## src/rtl/adc_spi_master_if.sv

```systemverilog
// adc_spi_master_if
//   Pin- and datapath-side signals of the 3-wire ADC SPI master.
//   master modport : seen by adc_spi_master
//   slave  modport : seen by the ADC pins / sample consumer / controller
//   start, continuous : frame requests from the controller
//   MISO              : ADC DOUT
//   nCS, SCLK         : ADC chip select (active low) and serial clock (idles high)
//   sample, sample_valid, frame_err : 12-bit result, one-cycle strobe, framing status
//   busy              : block is not idle
interface adc_spi_master_if;
  logic        start;
  logic        continuous;
  logic        MISO;
  logic        nCS;
  logic        SCLK;
  logic [11:0] sample;
  logic        sample_valid;
  logic        frame_err;
  logic        busy;

  modport master (
    input  start, continuous, MISO,
    output nCS, SCLK, sample, sample_valid, frame_err, busy
  );

  modport slave (
    output start, continuous, MISO,
    input  nCS, SCLK, sample, sample_valid, frame_err, busy
  );
endinterface

```

## src/rtl/adc_spi_master.sv

```systemverilog
// adc_spi_master
//   Reads one 16-SCLK frame from a 3-wire ADC (leading zero, 12-bit result
//   MSB first, two trailing zeros, hi-Z bit) and presents the result with a
//   one-cycle valid strobe and a framing-error flag.
//   CLK  : system clock, rising edge
//   nRST : asynchronous active-low reset
//   bus  : adc_spi_master_if.master (start, continuous, MISO in;
//          nCS, SCLK, sample, sample_valid, frame_err, busy out)
//
//   state    | meaning
//   ---------+----------------------------------------------------------
//   IDLE     | nCS high, SCLK high, waiting for start or continuous
//   CS_SETUP | nCS low, SCLK high for one half-period before first fall
//   SHIFT_LO | SCLK low half-period; MISO captured as SCLK rises
//   SHIFT_HI | SCLK high half-period; 16th one ends the frame
//   QUIET    | nCS high gap between frames
module adc_spi_master #(
  parameter int CLK_DIV      = 2,
  parameter int QUIET_CYCLES = 4
) (
  input  logic               CLK,
  input  logic               nRST,
  adc_spi_master_if.master   bus
);

  typedef enum logic [2:0] {
    IDLE     = 3'd0,
    CS_SETUP = 3'd1,
    SHIFT_LO = 3'd2,
    SHIFT_HI = 3'd3,
    QUIET    = 3'd4
  } state_t;

  localparam logic [7:0] DIV_LAST   = 8'(CLK_DIV - 1);
  localparam logic [7:0] QUIET_LAST = 8'(QUIET_CYCLES - 1);

  state_t      state_q,   state_d;
  logic [7:0]  div_q,     div_d;
  logic [3:0]  bit_cnt_q, bit_cnt_d;
  logic [15:0] shift_q,   shift_d;
  logic        ncs_q,     ncs_d;
  logic        sclk_q,    sclk_d;
  logic [11:0] sample_q,  sample_d;
  logic        valid_q,   valid_d;
  logic        err_q,     err_d;

  logic div_tick;
  logic quiet_done;
  // The 16th bit may be hi-Z; it is kept only so the register holds the whole frame.
  logic unused_last_bit;

  // The divider doubles as the QUIET gap counter; it restarts on every state entry.
  assign div_tick        = (div_q == DIV_LAST);
  assign quiet_done      = (div_q == QUIET_LAST);
  assign unused_last_bit = shift_q[0];

  always_ff @(posedge CLK or negedge nRST) begin
    if (!nRST) begin
      state_q   <= IDLE;
      div_q     <= '0;
      bit_cnt_q <= '0;
      shift_q   <= '0;
      ncs_q     <= 1'b1;
      sclk_q    <= 1'b1;
      sample_q  <= '0;
      valid_q   <= 1'b0;
      err_q     <= 1'b0;
    end else begin
      state_q   <= state_d;
      div_q     <= div_d;
      bit_cnt_q <= bit_cnt_d;
      shift_q   <= shift_d;
      ncs_q     <= ncs_d;
      sclk_q    <= sclk_d;
      sample_q  <= sample_d;
      valid_q   <= valid_d;
      err_q     <= err_d;
    end
  end

  always_comb begin
    state_d   = state_q;
    div_d     = div_q + 8'd1;
    bit_cnt_d = bit_cnt_q;
    shift_d   = shift_q;
    ncs_d     = ncs_q;
    sclk_d    = sclk_q;
    sample_d  = sample_q;
    valid_d   = 1'b0;
    err_d     = err_q;

    case (state_q)
      IDLE: begin
        div_d = '0;
        if (bus.start || bus.continuous) begin
          state_d = CS_SETUP;
          ncs_d   = 1'b0;
        end
      end

      CS_SETUP: begin
        if (div_tick) begin
          div_d     = '0;
          sclk_d    = 1'b0;
          bit_cnt_d = '0;
          state_d   = SHIFT_LO;
        end
      end

      SHIFT_LO: begin
        // Capture lands on the same edge that drives SCLK high.
        if (div_tick) begin
          div_d   = '0;
          shift_d = {shift_q[14:0], bus.MISO};
          sclk_d  = 1'b1;
          state_d = SHIFT_HI;
        end
      end

      SHIFT_HI: begin
        if (div_tick) begin
          div_d = '0;
          if (bit_cnt_q != 4'd15) begin
            bit_cnt_d = bit_cnt_q + 4'd1;
            sclk_d    = 1'b0;
            state_d   = SHIFT_LO;
          end else begin
            // shift_q[15] leading zero, [14:3] data, [2:1] trailing zeros.
            ncs_d    = 1'b1;
            valid_d  = 1'b1;
            sample_d = shift_q[14:3];
            err_d    = shift_q[15] | shift_q[2] | shift_q[1];
            state_d  = QUIET;
          end
        end
      end

      QUIET: begin
        if (quiet_done) begin
          div_d = '0;
          if (bus.continuous) begin
            state_d = CS_SETUP;
            ncs_d   = 1'b0;
          end else begin
            state_d = IDLE;
          end
        end
      end

      default: begin
        state_d = IDLE;
        div_d   = '0;
        ncs_d   = 1'b1;
        sclk_d  = 1'b1;
      end
    endcase
  end

  assign bus.nCS          = ncs_q;
  assign bus.SCLK         = sclk_q;
  assign bus.sample       = sample_q;
  assign bus.sample_valid = valid_q;
  assign bus.frame_err    = err_q;
  assign bus.busy         = (state_q != IDLE);

endmodule
```

## src/flat_wrapper.sv

```systemverilog
// flat-port wrapper written by rule: the top's interface ports become plain ports
module adc_spi_master_flat 
#(
  parameter int CLK_DIV      = 2,
  parameter int QUIET_CYCLES = 4
)
  (CLK, nRST, bus_start, bus_continuous, bus_MISO, bus_nCS, bus_SCLK, bus_sample, bus_sample_valid, bus_frame_err, bus_busy);
  adc_spi_master_if bus_i ();
  input  logic CLK;
  input  logic nRST;
  input wire logic [$bits(bus_i.start)-1:0] bus_start;
  input wire logic [$bits(bus_i.continuous)-1:0] bus_continuous;
  input wire logic [$bits(bus_i.MISO)-1:0] bus_MISO;
  output wire logic [$bits(bus_i.nCS)-1:0] bus_nCS;
  output wire logic [$bits(bus_i.SCLK)-1:0] bus_SCLK;
  output wire logic [$bits(bus_i.sample)-1:0] bus_sample;
  output wire logic [$bits(bus_i.sample_valid)-1:0] bus_sample_valid;
  output wire logic [$bits(bus_i.frame_err)-1:0] bus_frame_err;
  output wire logic [$bits(bus_i.busy)-1:0] bus_busy;
  assign bus_i.start = bus_start;
  assign bus_i.continuous = bus_continuous;
  assign bus_i.MISO = bus_MISO;
  assign bus_nCS = bus_i.nCS;
  assign bus_SCLK = bus_i.SCLK;
  assign bus_sample = bus_i.sample;
  assign bus_sample_valid = bus_i.sample_valid;
  assign bus_frame_err = bus_i.frame_err;
  assign bus_busy = bus_i.busy;
  adc_spi_master #(.CLK_DIV(CLK_DIV), .QUIET_CYCLES(QUIET_CYCLES)) u_core (.CLK(CLK), .nRST(nRST), .bus(bus_i));
endmodule
```

## config.mk

```make
export PLATFORM = sky130hd
export DESIGN_NAME = adc_spi_master_flat
export DESIGN_NICKNAME = d
export VERILOG_FILES = /design/src/rtl/adc_spi_master_if.sv /design/src/rtl/adc_spi_master.sv /design/src/flat_wrapper.sv
export SDC_FILE = /design/constraint.sdc
export NUM_CORES = 1
export LEC_CHECK = 0
export CAP_MARGIN = 5
export CORE_ASPECT_RATIO = 1.2
export CORE_MARGIN = 1
export CORE_UTILIZATION = 52
export DETAILED_ROUTE_END_ITERATION = 6
export PLACE_DENSITY = 0.8
export RECOVER_POWER = 100
export SLEW_MARGIN = 25
export SYNTH_ARGS = -nofsm -noshare
export SYNTH_HDL_FRONTEND = slang
export SYNTH_SLANG_ARGS = --single-unit
```

## constraint.sdc

```tcl
create_clock -name CLK -period 2 [get_ports CLK]
set_input_delay 0.3 -clock CLK [delete_from_list [all_inputs] [get_ports CLK]]
set_output_delay 0.3 -clock CLK [all_outputs]
set_load 0.01 [all_outputs]
```

Word-level counts from Yosys, hierarchy flattened
Cells that the tools add are included.
- reduce and logical (&&, ||, !) cells: 13
- add/sub/neg operators: 2
- shifts and indexed selects: 0
- order comparisons: 0
- equal/unequal tests: 15
- divide/modulo/power cells: 0
- mux-type cells: 29
- bitwise gates (word level): 5
- $mul: 0
- operators with widths (kind ; count):
    two-way mux 3 bit ; 6
    two-way mux 8 bit ; 2
    case mux 8 bit (2 select lines) ; 1
    case mux 3 bit (5 select lines) ; 1
    two-way mux 1 bit ; 13
    two-way mux 4 bit ; 3
    inequality test 2 x 1 -> 1 bit (second input constant) ; 6
    AND reduction 5 bit ; 2
    adder 8 x 1 -> 8 bit (second input constant) ; 1
    equality test 8 x 1 -> 1 bit (second input constant) ; 1
    equality test 8 x 2 -> 1 bit (second input constant) ; 1
    case mux 1 bit (4 select lines) ; 2
    case mux 4 bit (2 select lines) ; 1
    equality test 3 x 2 -> 1 bit (second input constant) ; 2
    AND reduction 6 bit ; 1
    adder 4 x 1 -> 4 bit (second input constant) ; 1
    inequality test 2 bit (second input constant) ; 2
    inequality test 4 bit (second input constant) ; 1
    AND reduction 4 bit ; 1
    OR reduction 2 bit ; 2
    equality test 3 x 1 -> 1 bit (second input constant) ; 1
    equality test 3 bit (second input constant) ; 1
    zero test 3 bit ; 1
    inverter 1 bit ; 3
    7 further kinds ; 8
- RAM bits: 0
- bits in latches: 0
- memory bits (read-only): 0
- memories kept: 0
- register bits after elaboration: 47

Logic depth before layout (Yosys ltp)
Gate-level depths: netlist of the first run.
- depth in word-level cells: 4
- gate-level depth with buffers: 8
- depth with buffers taken out: 6

Worst setup path before layout of the first run
Ideal clock, no wire load.
- path kind: register to register
- from: register u_core.div_q[5]
- to: register u_core.sample_q[10] (netlist: u_core.bus.sample[10])
- buffers on the path: 2
- library setup time: 125 ps
- data arrival time: 1707 ps
- cell stages (with the launch flop): 7
- path slack: 168 ps
- required time: 1875 ps
- path through: dfrtp_1 > nor4_4 > and4b_1 > buf_6 > nand2_4 > buf_12 > mux2_4
- word-level cells in the longest chain between the ends: 2
- ends and longest elaborated chain (what ; line ; source):
    from (decl) ; adc_spi_master.sv:38 ; logic [7:0] div_q, div_d;
    from (signal assigned) ; adc_spi_master.sv:70 ; div_q <= div_d;
    equality test 8 x 1 -> 1 bit ; adc_spi_master.sv:53 ; assign div_tick = (div_q == DIV_LAST);
    AND reduction 3 bit (no line) ; - ;
    to (signal assigned) ; adc_spi_master.sv:75 ; sample_q <= sample_d;
    to (decl) ; adc_spi_master.sv:43 ; logic [11:0] sample_q, sample_d;
Every way passes these cells.
A chain may end at the register's enable or synchronous reset.

Worst setup path after layout of the first run
- from: register u_core.state_q[2]
- to: output bus_busy
- word-level cells in the longest chain between the ends: 1
- ends and longest elaborated chain (what ; line ; source):
    from (decl) ; adc_spi_master.sv:37 ; state_t state_q, state_d;
    from (signal assigned) ; adc_spi_master.sv:69 ; state_q <= state_d;
    nonzero test 3 bit ; adc_spi_master.sv:164 ; assign bus.busy = (state_q != IDLE);
    to (decl) ; flat_wrapper.sv:19 ; output wire logic [$bits(bus_i.busy)-1:0] bus_busy;
Every way passes these cells.

==> results.json, run 1 <==
{
  "status": "finished with violations",
  "violations": "capacitance limit, slew limit",
  "drive_gt1_frac": 0.225,
  "wirelength_um": 3650,
  "drt_iter0_drc": 53,
  "synthToLayoutAreaGrowth_pct": 15.8,
  "fin_hold_ws_ns": 0.412,
  "coreArea_sq_mm": 0.00375,
  "ant_nets": 0,
  "maxSlewViolCount": 32,
  "cp-startpoint": "u_core.state_q[2]",
  "netlist_instances": 162,
  "final-setup-viol-count": 0,
  "timing_worst_setup_path_type": "register to output pin",
  "syn-cell-area_sq_mm": 0.00210,
  "finalPower_mw": 2.50,
  "period_minus_slack_ns": 1.93,
  "critical_path_arrival_ns": 1.63,
  "fin_skew_ns": 0.00276,
  "dr.pass1.iters": 4,
  "r2r-end": "u_core.shift_q[1]",
  "synth_cell_types": 39,
  "layout_commonest_cell": "dfrtp_1",
  "final_util": 0.649,
  "die_y_um": 71.6,
  "num_vias": 1342,
  "hp-class": "input pin to async pin",
  "post_drt_wl_per_cell_um": 15.0,
  "final_cell_mix": "dfrtp_1, mux2_2, nor2_1, dlygate4sd3_1, mux2_1",
  "clockRootBuffer": "clkbuf_8",
  "regToRegSetupSlack_ns": 0.15,
  "power_density_mw_per_mm2": 1030,
  "dp_hpwl_um": 2660,
  "r2r-start": "u_core.div_q[1]",
  "tightest_slew_ns": 1.63,
  "worst-path-max-fanout": 11,
  "postLayoutCellArea_sq_mm": 0.00243,
  "cts_max_level": 2,
  "initial_utilization": 0.560,
  "grt-ovfl-total": 0,
  "fmax_mhz": 518,
  "placed_cell_area_sq_mm": 0.00237,
  "finalNetCount": 198,
  "post_cts_buffers": 0,
  "cts_tree": "yes",
  "via_per_inst": 5.52,
  "cp-start-kind": "register",
  "use_met1": 0.240,
  "ys_seq_elements": 47,
  "grt_pass1_vias": 1447,
  "num_rows": 24,
  "hold_violations": 0,
  "yosysTopAreaCellShare": 0.536,
  "clockBufferDepth": 2,
  "grtUsageMet2": 0.346,
  "place_congestion": 0.897,
  "antenna_cells": 0,
  "grt_max_degree": 32,
  "insertion_delay_ns": 0.29,
  "globalRouteMet3Util": 0.0487,
  "rsz0062_at_grt": "no",
  "maxSlewHeadroom": -0.0890,
  "clock-sinks": 47,
  "cts-buffers-inserted": 5,
  "endpoint_kind": "output pin",
  "dieArea_sq_mm": 0.00430,
  "fin_tns_setup_ns": 0,
  "ir_drop_v": 0.000621,
  "power.leakage_nw": 1.21,
  "ioPinCount": 22,
  "die_w_um": 60.0,
  "port_buffers": 21,
  "syn_avg_cell_area_sq_um": 13.0,
  "r2r_cells": 6,
  "period_share": 0.965,
  "grt_antenna_before_repair": 0,
  "yosysSeqAreaShare": 0.561,
  "synthTopCellsByArea": "dfrtp_1, mux2_2, mux2_4",
  "grt_pass1_wl_um": 6450,
  "ys_warn_count": 0,
  "grtUsageTotal": 0.204,
  "cts_hold_buf": 0,
  "critical_path.endpoint": "bus_busy",
  "cts.clk_slew.worst_paths_ns": 0.08,
  "synth_area_leader_cell": "dfrtp_1",
  "synthesis.nets": 170,
  "grt-busiest-layer": "met2",
  "cp_data_required_time_ns": 1.70,
  "drcViolationCount": 0,
  "maxCapViolations": 1
}
per-layer routing:
| metal | routed length, um | share of wire |
|---|---|---|
| met4 | 65 | 0.018 |
| met5 | 0 | 0 |
| met2 | 2000 | 0.55 |
| met1 | 1460 | 0.40 |
| met3 | 122 | 0.033 |
how the worst min path moves through the flow:
stage	startpoint	end	slack, ns	depth (start not counted)
after floorplan	nRST	u_core.bit_cnt_q[0]	0.004	0
final	nRST	u_core.div_q[3]	0.41	1
after CTS	nRST	u_core.div_q[3]	0.06	1
after detailed placement	nRST	u_core.div_q[3]	0.38	1
after global routing	u_core.bus.sample[6]	u_core.bus.sample[6]	0.52	1
after global placement	nRST	u_core.div_q[3]	0.37	1
what timing repair did:
item	CTS	global route
endpoints found under the setup margin	0	30
gates resized for setup	0	5
endpoints found under the hold margin	0	0
final cells by class:
cell class | instances | area, sq um
fill | 306 | 1320
sequential | 47 | 1180
multi-input combinational | 107 | 845
timing repair buffer | 27 | 235
clock buffer | 8 | 100
tap | 52 | 65.1
inverter | 2 | 7.51
sequential cells by signal (all words and copies together), names as in the netlist:
name                     flops
u_core.bus.nCS               1
u_core.div_q                 8
u_core.shift_q              16
u_core.bus.sample_valid      1
u_core.bus.frame_err         1
u_core.state_q               3
u_core.bit_cnt_q             4
u_core.bus.sample           12
u_core.bus.SCLK              1
stage by stage:
stage	setup WS, ns	cells
global placement	0.106	235
detailed placement	0.0561	235
finish	0.0701	243
global route	0.00283	243
floorplan	0.168	162
CTS	0.0258	243
Yosys cell counts (all sizes together):
cell     n
and4     1
buf      3
mux2    30
ha       3
o211a    1
or2b     1
and3     2
a211oi   1
nor4     1
nand2b   2
or3b     1
a41oi    1
nor2b    2
a21o     1
nand2    6
and4b    1
a31oi    1
a311oi   1
nor3     4
inv      2
dfstp    2
clkbuf   3
xnor2    1
mux2i    1
o21ai    5
nor2    16
a221oi   1
a21oi    5
nand3    8
dfrtp   45
nand4    2
nor3b    1
xor2     5
or3      2
power breakdown:
group / internal, mW / switching [mW]
combinational: 0.277 / 0.250
sequential: 1.16 / 0.221
clock: 0.315 / 0.284
total: 1.75 / 0.754
worst max-delay path, cell delays in order (launching register included):
cell	delay [ns]
dfrtp_2	0.48
or3_1	0.38
clkdlybuf4s50_1	0.48
cell families after synthesis:
| family | count (synthesis) | synth area share |
|---|---|---|
| simple gates | 50 | 0.138 |
| flops | 47 | 0.561 |
| mux | 31 | 0.182 |
| compound gates | 17 | 0.0512 |
| buf+inv | 8 | 0.0262 |
| xor+xnor | 6 | 0.0250 |
| fa+ha+maj | 3 | 0.0179 |
Power figures use the tool's default switching activity.
==> run 2: changes to the inputs <==
--- a/config.mk
+++ b/config.mk
@@ -8,11 +8,10 @@
 export CAP_MARGIN = 5
 export CORE_ASPECT_RATIO = 1.2
 export CORE_MARGIN = 1
-export CORE_UTILIZATION = 52
+export CORE_UTILIZATION = 45
 export DETAILED_ROUTE_END_ITERATION = 6
-export PLACE_DENSITY = 0.8
+export PLACE_DENSITY = 0.72
 export RECOVER_POWER = 100
-export SLEW_MARGIN = 25
 export SYNTH_ARGS = -nofsm -noshare
 export SYNTH_HDL_FRONTEND = slang
 export SYNTH_SLANG_ARGS = --single-unit
==> run 2 against run 1 <==
- the run now ends clean
- maximum frequency down 0.22%
- largest power group unchanged
- first-iteration DRC count grew 140%
- die area increased by 15%
- hold slack better by 0.089 ns
- critical path type unchanged
- non-clock buffer count is 3 higher
- highest routed layer unchanged
- sequential share of layout area is 1.1 points lower
- flip-flop and latch count unchanged
- combinational power about the same
==> results.json, run 2 (synthesis gave the netlist of run 1 again) <==
{
  "ioPinCount": 22,
  "drive_gt1_frac": 0.268,
  "coreArea_sq_mm": 0.00436,
  "place_congestion": 0.850,
  "die_w_um": 64.4,
  "wirelength_um": 3550,
  "grt_pass1_vias": 1399,
  "cts_tree": "yes",
  "cp-startpoint": "u_core.state_q[0]",
  "grtUsageMet2": 0.273,
  "maxCapViolations": 0,
  "finalPower_mw": 2.44,
  "globalRouteMet3Util": 0.0268,
  "maxSlewHeadroom": 0.169,
  "hp-class": "register to register",
  "drcViolationCount": 0,
  "fin_tns_setup_ns": 0,
  "power.leakage_nw": 1.27,
  "period_share": 0.967,
  "grtUsageTotal": 0.158,
  "port_buffers": 21,
  "use_met1": 0.195,
  "num_vias": 1358,
  "clockRootBuffer": "clkbuf_8",
  "timing_worst_setup_path_type": "register to output pin",
  "critPathMaxStageDelay_ns": 0.48,
  "hold_violations": 0,
  "fin_ws_ns": 0.0659,
  "final-setup-viol-count": 0,
  "grt_max_degree": 26,
  "dieArea_sq_mm": 0.00495,
  "die_y_um": 76.9,
  "power_density_mw_per_mm2": 980,
  "fmax_mhz": 517,
  "dr.pass1.iters": 4,
  "initial_utilization": 0.482,
  "finalNetCount": 201,
  "regMostFlops": "u_core.shift_q",
  "post_drt_wl_per_cell_um": 14.2,
  "rsz0062_at_grt": "no",
  "cts.clk_slew.worst_paths_ns": 0.08,
  "critical_path_arrival_ns": 1.63,
  "final_cell_mix": "dfrtp_1, mux2_2, dlygate4sd3_1",
  "endpoint_kind": "output pin",
  "antenna_cells": 0,
  "worst-path-max-fanout": 10,
  "grt-ovfl-total": 0,
  "maxSlewViolCount": 0,
  "num_rows": 26,
  "tightest_slew_ns": 1.25,
  "grt_antenna_before_repair": 0,
  "layout_commonest_cell": "dfrtp_1",
  "status": "complete, no violations",
  "cts_max_level": 2,
  "ir_drop_v": 0.000616,
  "r2r-start": "u_core.state_q[2]",
  "clock-sinks": 47,
  "r2r_cells": 6,
  "via_per_inst": 5.43,
  "post-place-ws_ns": 0.237,
  "cp-start-kind": "register",
  "ant_nets": 0,
  "grt_pass1_wl_um": 6070,
  "clockBufferDepth": 2,
  "grt-busiest-layer": "met2",
  "r2r-end": "u_core.div_q[5]",
  "synthToLayoutAreaGrowth_pct": 18.3,
  "critical_path.endpoint": "bus_busy",
  "cp_slowest_cell": "dfrtp_1",
  "cts-buffers-inserted": 5,
  "crit_chain": "or3_1, clkdlybuf4s50_1",
  "drt_iter0_drc": 127,
  "dp_hpwl_um": 2510,
  "cp_data_required_time_ns": 1.70,
  "regToRegSetupSlack_ns": 0.14,
  "min_from": "u_core.bus.sample[0]",
  "largest_reg_flops": 16,
  "fin_hold_ws_ns": 0.501,
  "period_minus_slack_ns": 1.93,
  "fin_skew_ns": 0.0118,
  "insertion_delay_ns": 0.29
}
## run 2: cell types whose count changed in the layout (fill, tap and decap cells not counted), moves of 2 or more
| cell | delta |
|---|---|
| buf_4 | +2 |
| clkbuf_1 | -2 |
| clkbuf_8 | -2 |
| dfrtp_1 | +2 |
| dfrtp_2 | -2 |
| mux2_1 | -9 |
| mux2_4 | +9 |
## run 2: worst min-delay path by stage
stage	to	slack [ns]	cells past startpoint
6_report	u_core.bus.sample[0]	0.50	1
3_5_place_dp	u_core.div_q[4]	0.31	1
2_1_floorplan	u_core.bit_cnt_q[0]	0.004	0
4_1_cts	u_core.shift_q[10]	0.52	2
3_3_place_gp	u_core.div_q[4]	0.29	1
5_1_grt	u_core.bus.sample[0]	0.54	1
## run 2: power by group
| group | internal [mW] | switching [mW] |
|---|---|---|
| clock network | 0.247 | 0.302 |
| registers | 1.15 | 0.209 |
| logic | 0.286 | 0.240 |
## run 2: per-stage QoR
step	std cells	util	cell area, sq um
global route	250	0.571	2490
detailed placement	240	0.549	2390
finish	250	0.571	2490
floorplan	162	-	2100
global placement	240	0.549	2390
CTS	249	0.571	2490
## run 2: area by class of cell
type                       count  area (sq um)
clock buffer                   6          72.6
clock inverter                 2          13.8
fill                         380          1870
inverter                       2          7.51
multi-input combinational    107           863
sequential                    47          1180
tap                           56          70.1
timing repair buffer          30           280
## run 2: timing repair
item,in CTS,in global routing
endpoints found under the setup margin,0,1
gates resized for setup,0,1
endpoints found under the hold margin,22,0
setup buffers,0,1
hold buffers,1,0
## run 2: critical path: cells and delay by family (launching register included)
| kind | cells | cell delay, ns |
|---|---|---|
| AND/OR/NAND/NOR | 1 | 0.38 |
| flip-flops | 1 | 0.48 |
| buffers and inverters | 1 | 0.48 |
## run 2: layer usage
layer  share of wire  up-vias
li1                -      635
met1            0.43      690
met2            0.53       29
met3           0.029        4
met4          0.0087        0
met5               0        -
